**config.mk**
```make
export PLATFORM = sky130hd
export DESIGN_NAME = lcd_stream_arbiter
export DESIGN_NICKNAME = d
export VERILOG_FILES = /design/src/rtl/lcd_stream_arbiter.sv
export SDC_FILE = /design/constraint.sdc
export NUM_CORES = 1
export LEC_CHECK = 0
export CAP_MARGIN = 30
export CORE_ASPECT_RATIO = 1.5
export CORE_MARGIN = 3
export CORE_UTILIZATION = 55
export CTS_BUF_LIST = sky130_fd_sc_hd__clkbuf_8
export DETAILED_ROUTE_END_ITERATION = 10
export MAX_ROUTING_LAYER = met4
export PLACE_DENSITY = 0.83
export SLEW_MARGIN = 10
export SYNTH_ARGS = -nofsm -noshare
export SYNTH_HDL_FRONTEND = slang
export SYNTH_SLANG_ARGS = --single-unit
```
**constraint.sdc**
```tcl
create_clock -name clk -period 4.3 [get_ports clk]
set_input_delay 0.645 -clock clk [delete_from_list [all_inputs] [get_ports clk]]
set_output_delay 0.645 -clock clk [all_outputs]
set_load 0.01 [all_outputs]
```
**src/rtl/lcd_stream_arbiter.sv**
```systemverilog
// lcd_stream_arbiter: buffers two receive byte streams and shares one PmodCLS SPI
// byte channel between them. Stream 1 is shown on line 0 and stream 2 on line 1.
// A cursor-position escape is inserted before a data byte whenever the line
// changes, or after a column wrap or a carriage return.
//
// state | meaning
// IDLE  | nothing pending, slave_select high
// ARB   | pick the next stream round-robin, slave_select low
// ESC   | first cycle of an escape byte transfer (begin_transmission high)
// DATA  | first cycle of a data byte transfer (begin_transmission high)
// WAIT  | waiting for end_transmission of the current byte
// REL   | slave_select high for one cycle between grants
module lcd_stream_arbiter #(
    parameter int FIFO_DEPTH = 8,
    parameter int COLS       = 16
) (
    input  logic       clk,
    input  logic       rst,
    input  logic [7:0] rx_data1,
    input  logic       rx_data_rdy1,
    input  logic [7:0] rx_data2,
    input  logic       rx_data_rdy2,
    input  logic       end_transmission,
    output logic       begin_transmission,
    output logic [7:0] send_data,
    output logic       slave_select,
    output logic       overflow1,
    output logic       overflow2,
    output logic       busy
);
    localparam int AW  = $clog2(FIFO_DEPTH);
    localparam int CNW = AW + 1;
    localparam logic [CNW-1:0] DEPTH_CNT = CNW'(FIFO_DEPTH);
    localparam logic [6:0] COL_LAST = 7'(COLS - 1);

    typedef enum logic [2:0] {IDLE, ARB, ESC, DATA, WAIT, REL} state_t;

    state_t         state;
    logic [7:0]     mem [2][FIFO_DEPTH];
    logic [AW-1:0]  wr_ptr [2];
    logic [AW-1:0]  rd_ptr [2];
    logic [CNW-1:0] cnt [2];
    logic [7:0]     din [2];
    logic [1:0]     rdy, push, pop, full, nonempty, ovf, need_pos;
    logic [6:0]     col [2];
    logic           last_ch, last_vld, cur_ch, in_esc;
    logic [2:0]     esc_idx, esc_len;
    logic           pick, pick_vld, esc_need, esc_done, two_dig;
    logic           load_go, load_ch, pending;
    logic [6:0]     cur_col, tens, units;
    logic [7:0]     esc_byte, head;

    assign rdy       = {rx_data_rdy2, rx_data_rdy1};
    assign din[0]    = rx_data1;
    assign din[1]    = rx_data2;
    assign overflow1 = ovf[0];
    assign overflow2 = ovf[1];
    assign busy      = (state != IDLE);

    // FIFO status; the full test uses the registered count, ignoring a same-cycle pop
    always_comb begin
        full     = '0;
        nonempty = '0;
        push     = '0;
        for (int i = 0; i < 2; i++) begin
            full[i]     = (cnt[i] == DEPTH_CNT);
            nonempty[i] = (cnt[i] != '0);
            push[i]     = rdy[i] && !full[i];
        end
    end

    // FIFO storage writes
    always_ff @(posedge clk) begin
        for (int i = 0; i < 2; i++) begin
            if (push[i]) mem[i][wr_ptr[i]] <= din[i];
        end
    end

    // FIFO pointers, occupancy and sticky overflow flags
    always_ff @(posedge clk) begin
        if (rst) begin
            for (int i = 0; i < 2; i++) begin
                wr_ptr[i] <= '0;
                rd_ptr[i] <= '0;
                cnt[i]    <= '0;
            end
            ovf <= '0;
        end else begin
            for (int i = 0; i < 2; i++) begin
                if (push[i]) wr_ptr[i] <= wr_ptr[i] + 1'b1;
                if (pop[i])  rd_ptr[i] <= rd_ptr[i] + 1'b1;
                cnt[i] <= cnt[i] + CNW'(push[i]) - CNW'(pop[i]);
                if (rdy[i] && full[i]) ovf[i] <= 1'b1;
            end
        end
    end

    // Round-robin pick: the stream not served last wins a tie
    always_comb begin
        pick_vld = |nonempty;
        if (&nonempty) pick = last_vld ? ~last_ch : 1'b0;
        else           pick = nonempty[1];
        esc_need = !last_vld || (pick != last_ch) || need_pos[pick];
    end

    // Cursor escape byte generator: ESC [ row ; col H, column in plain decimal
    always_comb begin
        cur_col  = col[cur_ch];
        two_dig  = (cur_col >= 7'd10);
        tens     = cur_col / 7'd10;
        units    = cur_col % 7'd10;
        esc_len  = two_dig ? 3'd7 : 3'd6;
        esc_done = (esc_idx == esc_len);
        case (esc_idx)
            3'd0:    esc_byte = 8'h1B;
            3'd1:    esc_byte = 8'h5B;
            3'd2:    esc_byte = cur_ch ? 8'h31 : 8'h30;
            3'd3:    esc_byte = 8'h3B;
            3'd4:    esc_byte = 8'h30 + (two_dig ? {1'b0, tens} : {1'b0, units});
            3'd5:    esc_byte = two_dig ? (8'h30 + {1'b0, units}) : 8'h48;
            default: esc_byte = 8'h48;
        endcase
    end

    // Head-of-FIFO load: straight from ARB, or once the escape has finished
    always_comb begin
        load_go = ((state == ARB) && pick_vld && !esc_need) ||
                  ((state == WAIT) && end_transmission && in_esc && esc_done);
        load_ch = (state == ARB) ? pick : cur_ch;
        head    = mem[load_ch][rd_ptr[load_ch]];
        pop     = '0;
        if (load_go) pop[load_ch] = 1'b1;
        pending = pick_vld || rx_data_rdy1 || rx_data_rdy2;
    end

    // Sequencer FSM with registered SPI-side outputs and per-line cursor state
    always_ff @(posedge clk) begin
        if (rst) begin
            state              <= IDLE;
            begin_transmission <= 1'b0;
            send_data          <= 8'h00;
            slave_select       <= 1'b1;
            col[0]             <= '0;
            col[1]             <= '0;
            need_pos           <= 2'b11;
            last_ch            <= 1'b0;
            last_vld           <= 1'b0;
            cur_ch             <= 1'b0;
            in_esc             <= 1'b0;
            esc_idx            <= '0;
        end else begin
            begin_transmission <= 1'b0;
            case (state)
                IDLE: begin
                    if (pending) begin
                        state        <= ARB;
                        slave_select <= 1'b0;
                    end
                end
                ARB: begin
                    if (!pick_vld) begin
                        state        <= IDLE;
                        slave_select <= 1'b1;
                    end else begin
                        cur_ch <= pick;
                        if (esc_need) begin
                            state              <= ESC;
                            begin_transmission <= 1'b1;
                            send_data          <= 8'h1B;
                            esc_idx            <= 3'd1;
                            in_esc             <= 1'b1;
                        end
                    end
                end
                ESC, DATA: state <= WAIT;
                WAIT: begin
                    if (end_transmission) begin
                        if (in_esc && !esc_done) begin
                            state              <= ESC;
                            begin_transmission <= 1'b1;
                            send_data          <= esc_byte;
                            esc_idx            <= esc_idx + 3'd1;
                        end else if (in_esc) begin
                            need_pos[cur_ch] <= 1'b0;
                            in_esc           <= 1'b0;
                        end else begin
                            state        <= REL;
                            slave_select <= 1'b1;
                            last_ch      <= cur_ch;
                            last_vld     <= 1'b1;
                        end
                    end
                end
                REL: begin
                    if (pending) begin
                        state        <= ARB;
                        slave_select <= 1'b0;
                    end else begin
                        state <= IDLE;
                    end
                end
                default: state <= IDLE;
            endcase

            // A carriage return is consumed silently and ends the grant
            if (load_go) begin
                in_esc <= 1'b0;
                if (head == 8'h0D) begin
                    col[load_ch]      <= '0;
                    need_pos[load_ch] <= 1'b1;
                    state             <= REL;
                    slave_select      <= 1'b1;
                    last_ch           <= load_ch;
                    last_vld          <= 1'b1;
                end else begin
                    state              <= DATA;
                    begin_transmission <= 1'b1;
                    send_data          <= head;
                    if (col[load_ch] == COL_LAST) begin
                        col[load_ch]      <= '0;
                        need_pos[load_ch] <= 1'b1;
                    end else begin
                        col[load_ch] <= col[load_ch] + 7'd1;
                    end
                end
            end
        end
    end
endmodule

```
==> results.md <==
* Status: finished, final reports clean
* Largest net degree at the start of global routing at 22
* CP arrival at 4.00 ns
* # rows at 57
* CTS buffer count at 17
* Worst slack, placed at 0.646 ns
* Max cap viols at 0
* Antenna fix cells at 0
* Post-synth ARST share at 0%
* Met3 wire length at 934 µm
* Vias at 6,327
* Global-route wire length before repair at 34,000 µm
* Max Root-Sink Buffers at 2
* TritonCTS clock tree: yes
* DRT Pass-1 Iters at 7
* Vias per cell at 6.35
* Crit path time final at 3.66 ns
* Post-DP HPWL at 15,700 µm
* Hold-fix buffers, CTS at 0
* Main synth FF type: edfxtp_1
* Die H at 165 µm
* Vias in the first global route at 6,349
* Core Box Area at 0.0163 mm²
* Crit path max fanout at 15
* Worst Max-Slew Pin Slew at 0.999 ns
* Startpoint types: flop
* Synth-to-Final Area Change at 9.60%
* Post-route ant nets at 0
* Met1 WL at 8170 µm
* Required time worst endpoint at 4.64 ns
* Sink Count at 187
* Post_cts resized at 0
* Flop2flop setup slack at 0.64 ns
* DRC errors left at 0
* Clock latency at the later pin of the worst-skew pair at 0.46 ns
* CTS H-tree lvls at 4
* Final Max Tran Viols at 0
* Die area at 0.0185 mm²
* Final Hold Viols at 0
* Clock transition at path regs at 0.09 ns
* Layout cells sized above 1 at 13.2%
* Die Span X at 112 µm
* Nets at 824
* CP Class: flop to flop
* Slew margin rel. at 32.7%
* GRT Total Usage at 24.5%
* EDFF count, synth at 154
* Clk root buf: clkbuf_8
* Final Cycle Share at 85.1%
* Post-Route Skew at 0.0151 ns
* Cell area after synthesis at 0.00926 mm²
* Pwr dens at 462 mW/mm²
* GRT Residual Overflow at 0
* Port buffer count at 33
* Starting Density at 56.7%
* Post-CTS Setup Bufs at 0
* DR iter-0 viols at 645
* Total negative slack at 0 ns
* Setup violations, final at 0
* FMAX at 273 MHz
* Avg Inst Size Synth at 12.6 µm²
* Post-Syn Instances at 738
* Top Ports at 34
* Initial antenna violation count at 0
* Cell variety after synth at 82
* Utilization after layout at 62.2%
* Met2 wire length at 11,600 µm
* Leakage at 3.41 nW
* Synth warn at 0
* VDD IR max at 283 µV
* RD Place Congestion at 0.962
* Worst Hold Class: flop to flop
* Sequential area share after synthesis at 57.1%
* Synth Register Bits at 187
* Hold Slack at 0.485 ns
* Wirelength, routed at 21,500 µm
* Drt wl/cell at 21.6 µm
* Crit end category: flop
* Worst Slack Setup Final at 0.641 ns
* Max layer used: met4
* RSZ-0062 raised after global routing: false
-- layout by cell type, fill, tap and decap left out, types with 4 or more instances in the layout --
cell type / synthesis / layout
a2111oi_0: 4 / 4
a211oi_1: 7 / 7
a21oi_1: 31 / 31
a221oi_1: 4 / 4
a31oi_1: 16 / 16
and2_1: 6 / 6
and3_1: 7 / 7
buf_4: 1 / 23
clkbuf_8: 6 / 17
clkdlybuf4s50_1: 0 / 33
clkinv_1: 0 / 4
dfxtp_1: 33 / 33
edfxtp_1: 154 / 154
ha_1: 23 / 23
inv_1: 24 / 25
mux2_2: 18 / 18
mux2i_1: 23 / 23
mux4_1: 5 / 5
mux4_2: 17 / 17
nand2_1: 53 / 53
nand2b_1: 5 / 5
nand3_1: 18 / 18
nand4_1: 7 / 7
nor2_1: 73 / 73
nor2b_1: 6 / 6
nor3_1: 20 / 20
nor4_1: 12 / 12
o211ai_1: 5 / 5
o21ai_0: 29 / 29
o22ai_1: 5 / 5
o41ai_1: 4 / 4
or3_1: 4 / 4
xnor2_1: 10 / 10
xor2_1: 10 / 10
-- critical path, cell delays in order, from the launching register on --
cell	delay [ns]
edfxtp_1	0.49
or3_1	0.46
or3b_1	0.45
and2_1	0.29
xnor2_1	0.23
a41oi_1	0.14
buf_4	0.22
nor2_1	0.17
ha_1	0.22
inv_1	0.06
ha_1	0.26
a21o_1	0.18
a21oi_1	0.18
xnor2_1	0.14
nor2_1	0.06
-- cell families after synthesis --
kind of cell    synth area share, %
fa+ha+maj                      3.54
xor+xnor                       1.89
mux                            10.2
other cells                  0.0405
compound gates                 11.4
simple gates                   12.3
buf+inv                        3.47
flops                          57.1
-- power by group --
| group | total, mW | switching (mW) | internal [mW] |
|---|---|---|---|
| combinational | 1.34 | 0.810 | 0.531 |
| sequential | 2.28 | 0.140 | 2.14 |
| clock | 1.07 | 0.607 | 0.458 |
| total | 4.69 | 1.56 | 3.13 |
-- metal layers --
| metal | up-vias | GRT usage, % |
|---|---|---|
| met5 | - | - |
| met4 | 0 | 10.3 |
| met3 | 57 | 3.56 |
| met2 | 249 | 43.6 |
| met1 | 3099 | 27.8 |
| li1 | 2922 | - |
-- cell type report --
| class | count | area [µm²] |
|---|---|---|
| fill | 1228 | 6180 |
| sequential | 187 | 5290 |
| multi-input combinational | 492 | 3660 |
| timing repair buffer | 56 | 503 |
| tap | 206 | 258 |
| clock buffer | 17 | 234 |
| clock inverter | 14 | 123 |
| inverter | 24 | 90.1 |
-- per-stage QoR --
stage | instance area (µm²) | instances | power, mW
after global routing | 10200 | 996 | 4.94
final | 10200 | 996 | 4.69
after global placement | 9790 | 964 | 3.58
after floorplan | 9270 | 739 | 3.24
after detailed placement | 9790 | 964 | 3.63
after CTS | 10100 | 995 | 4.69
-- cells in the mapped netlist (all sizes together) (3+ instances only) --
cell / number / area (µm²)
a21oi: 31 / 155
a311oi: 3 / 26.3
mux2i: 23 / 230
dfxtp: 33 / 661
and3: 10 / 66.3
or3: 4 / 25.0
o21a: 3 / 22.5
o211a: 3 / 30.0
o22ai: 5 / 31.3
o41ai: 4 / 35.0
nor3: 22 / 120
mux2: 18 / 203
xnor2: 10 / 87.6
buf: 14 / 82.6
nand3: 19 / 108
nand2b: 5 / 31.3
a31oi: 16 / 100
nand4: 7 / 43.8
a2111oi: 5 / 50.0
nor2b: 6 / 37.5
or2: 3 / 21.3
inv: 24 / 90.1
xor2: 10 / 87.6
a211oi: 7 / 52.6
nor2: 73 / 274
nand2: 53 / 199
a32o: 3 / 30.0
or3b: 5 / 43.8
o21ai: 30 / 161
mux4: 22 / 514
nor4: 12 / 75.1
a21boi: 3 / 22.5
edfxtp: 154 / 4620
clkbuf: 21 / 140
o211ai: 7 / 62.6
and2: 6 / 37.5
a221oi: 4 / 35.0
ha: 23 / 288
-- registers in the layout (all words and copies together) (netlist names), named ones only --
name	count
need_pos	2
wr_ptr	6
begin_transmission	1
cur_ch	1
cnt	8
mem	128
rd_ptr	6
last_vld	1
in_esc	1
esc_idx	3
col	14
slave_select	1
send_data	8
ovf	2
last_ch	1
state	3
-- worst paths after layout --
path         startpoint   endpoint  cells after the start
max           col[0][5]  cnt[0][3]                     14
min              ovf[1]     ovf[1]                      2
max reg2reg   col[0][5]  cnt[0][3]                     14
min reg2reg      ovf[1]     ovf[1]                      2
(Power assumes the default switching activity.)
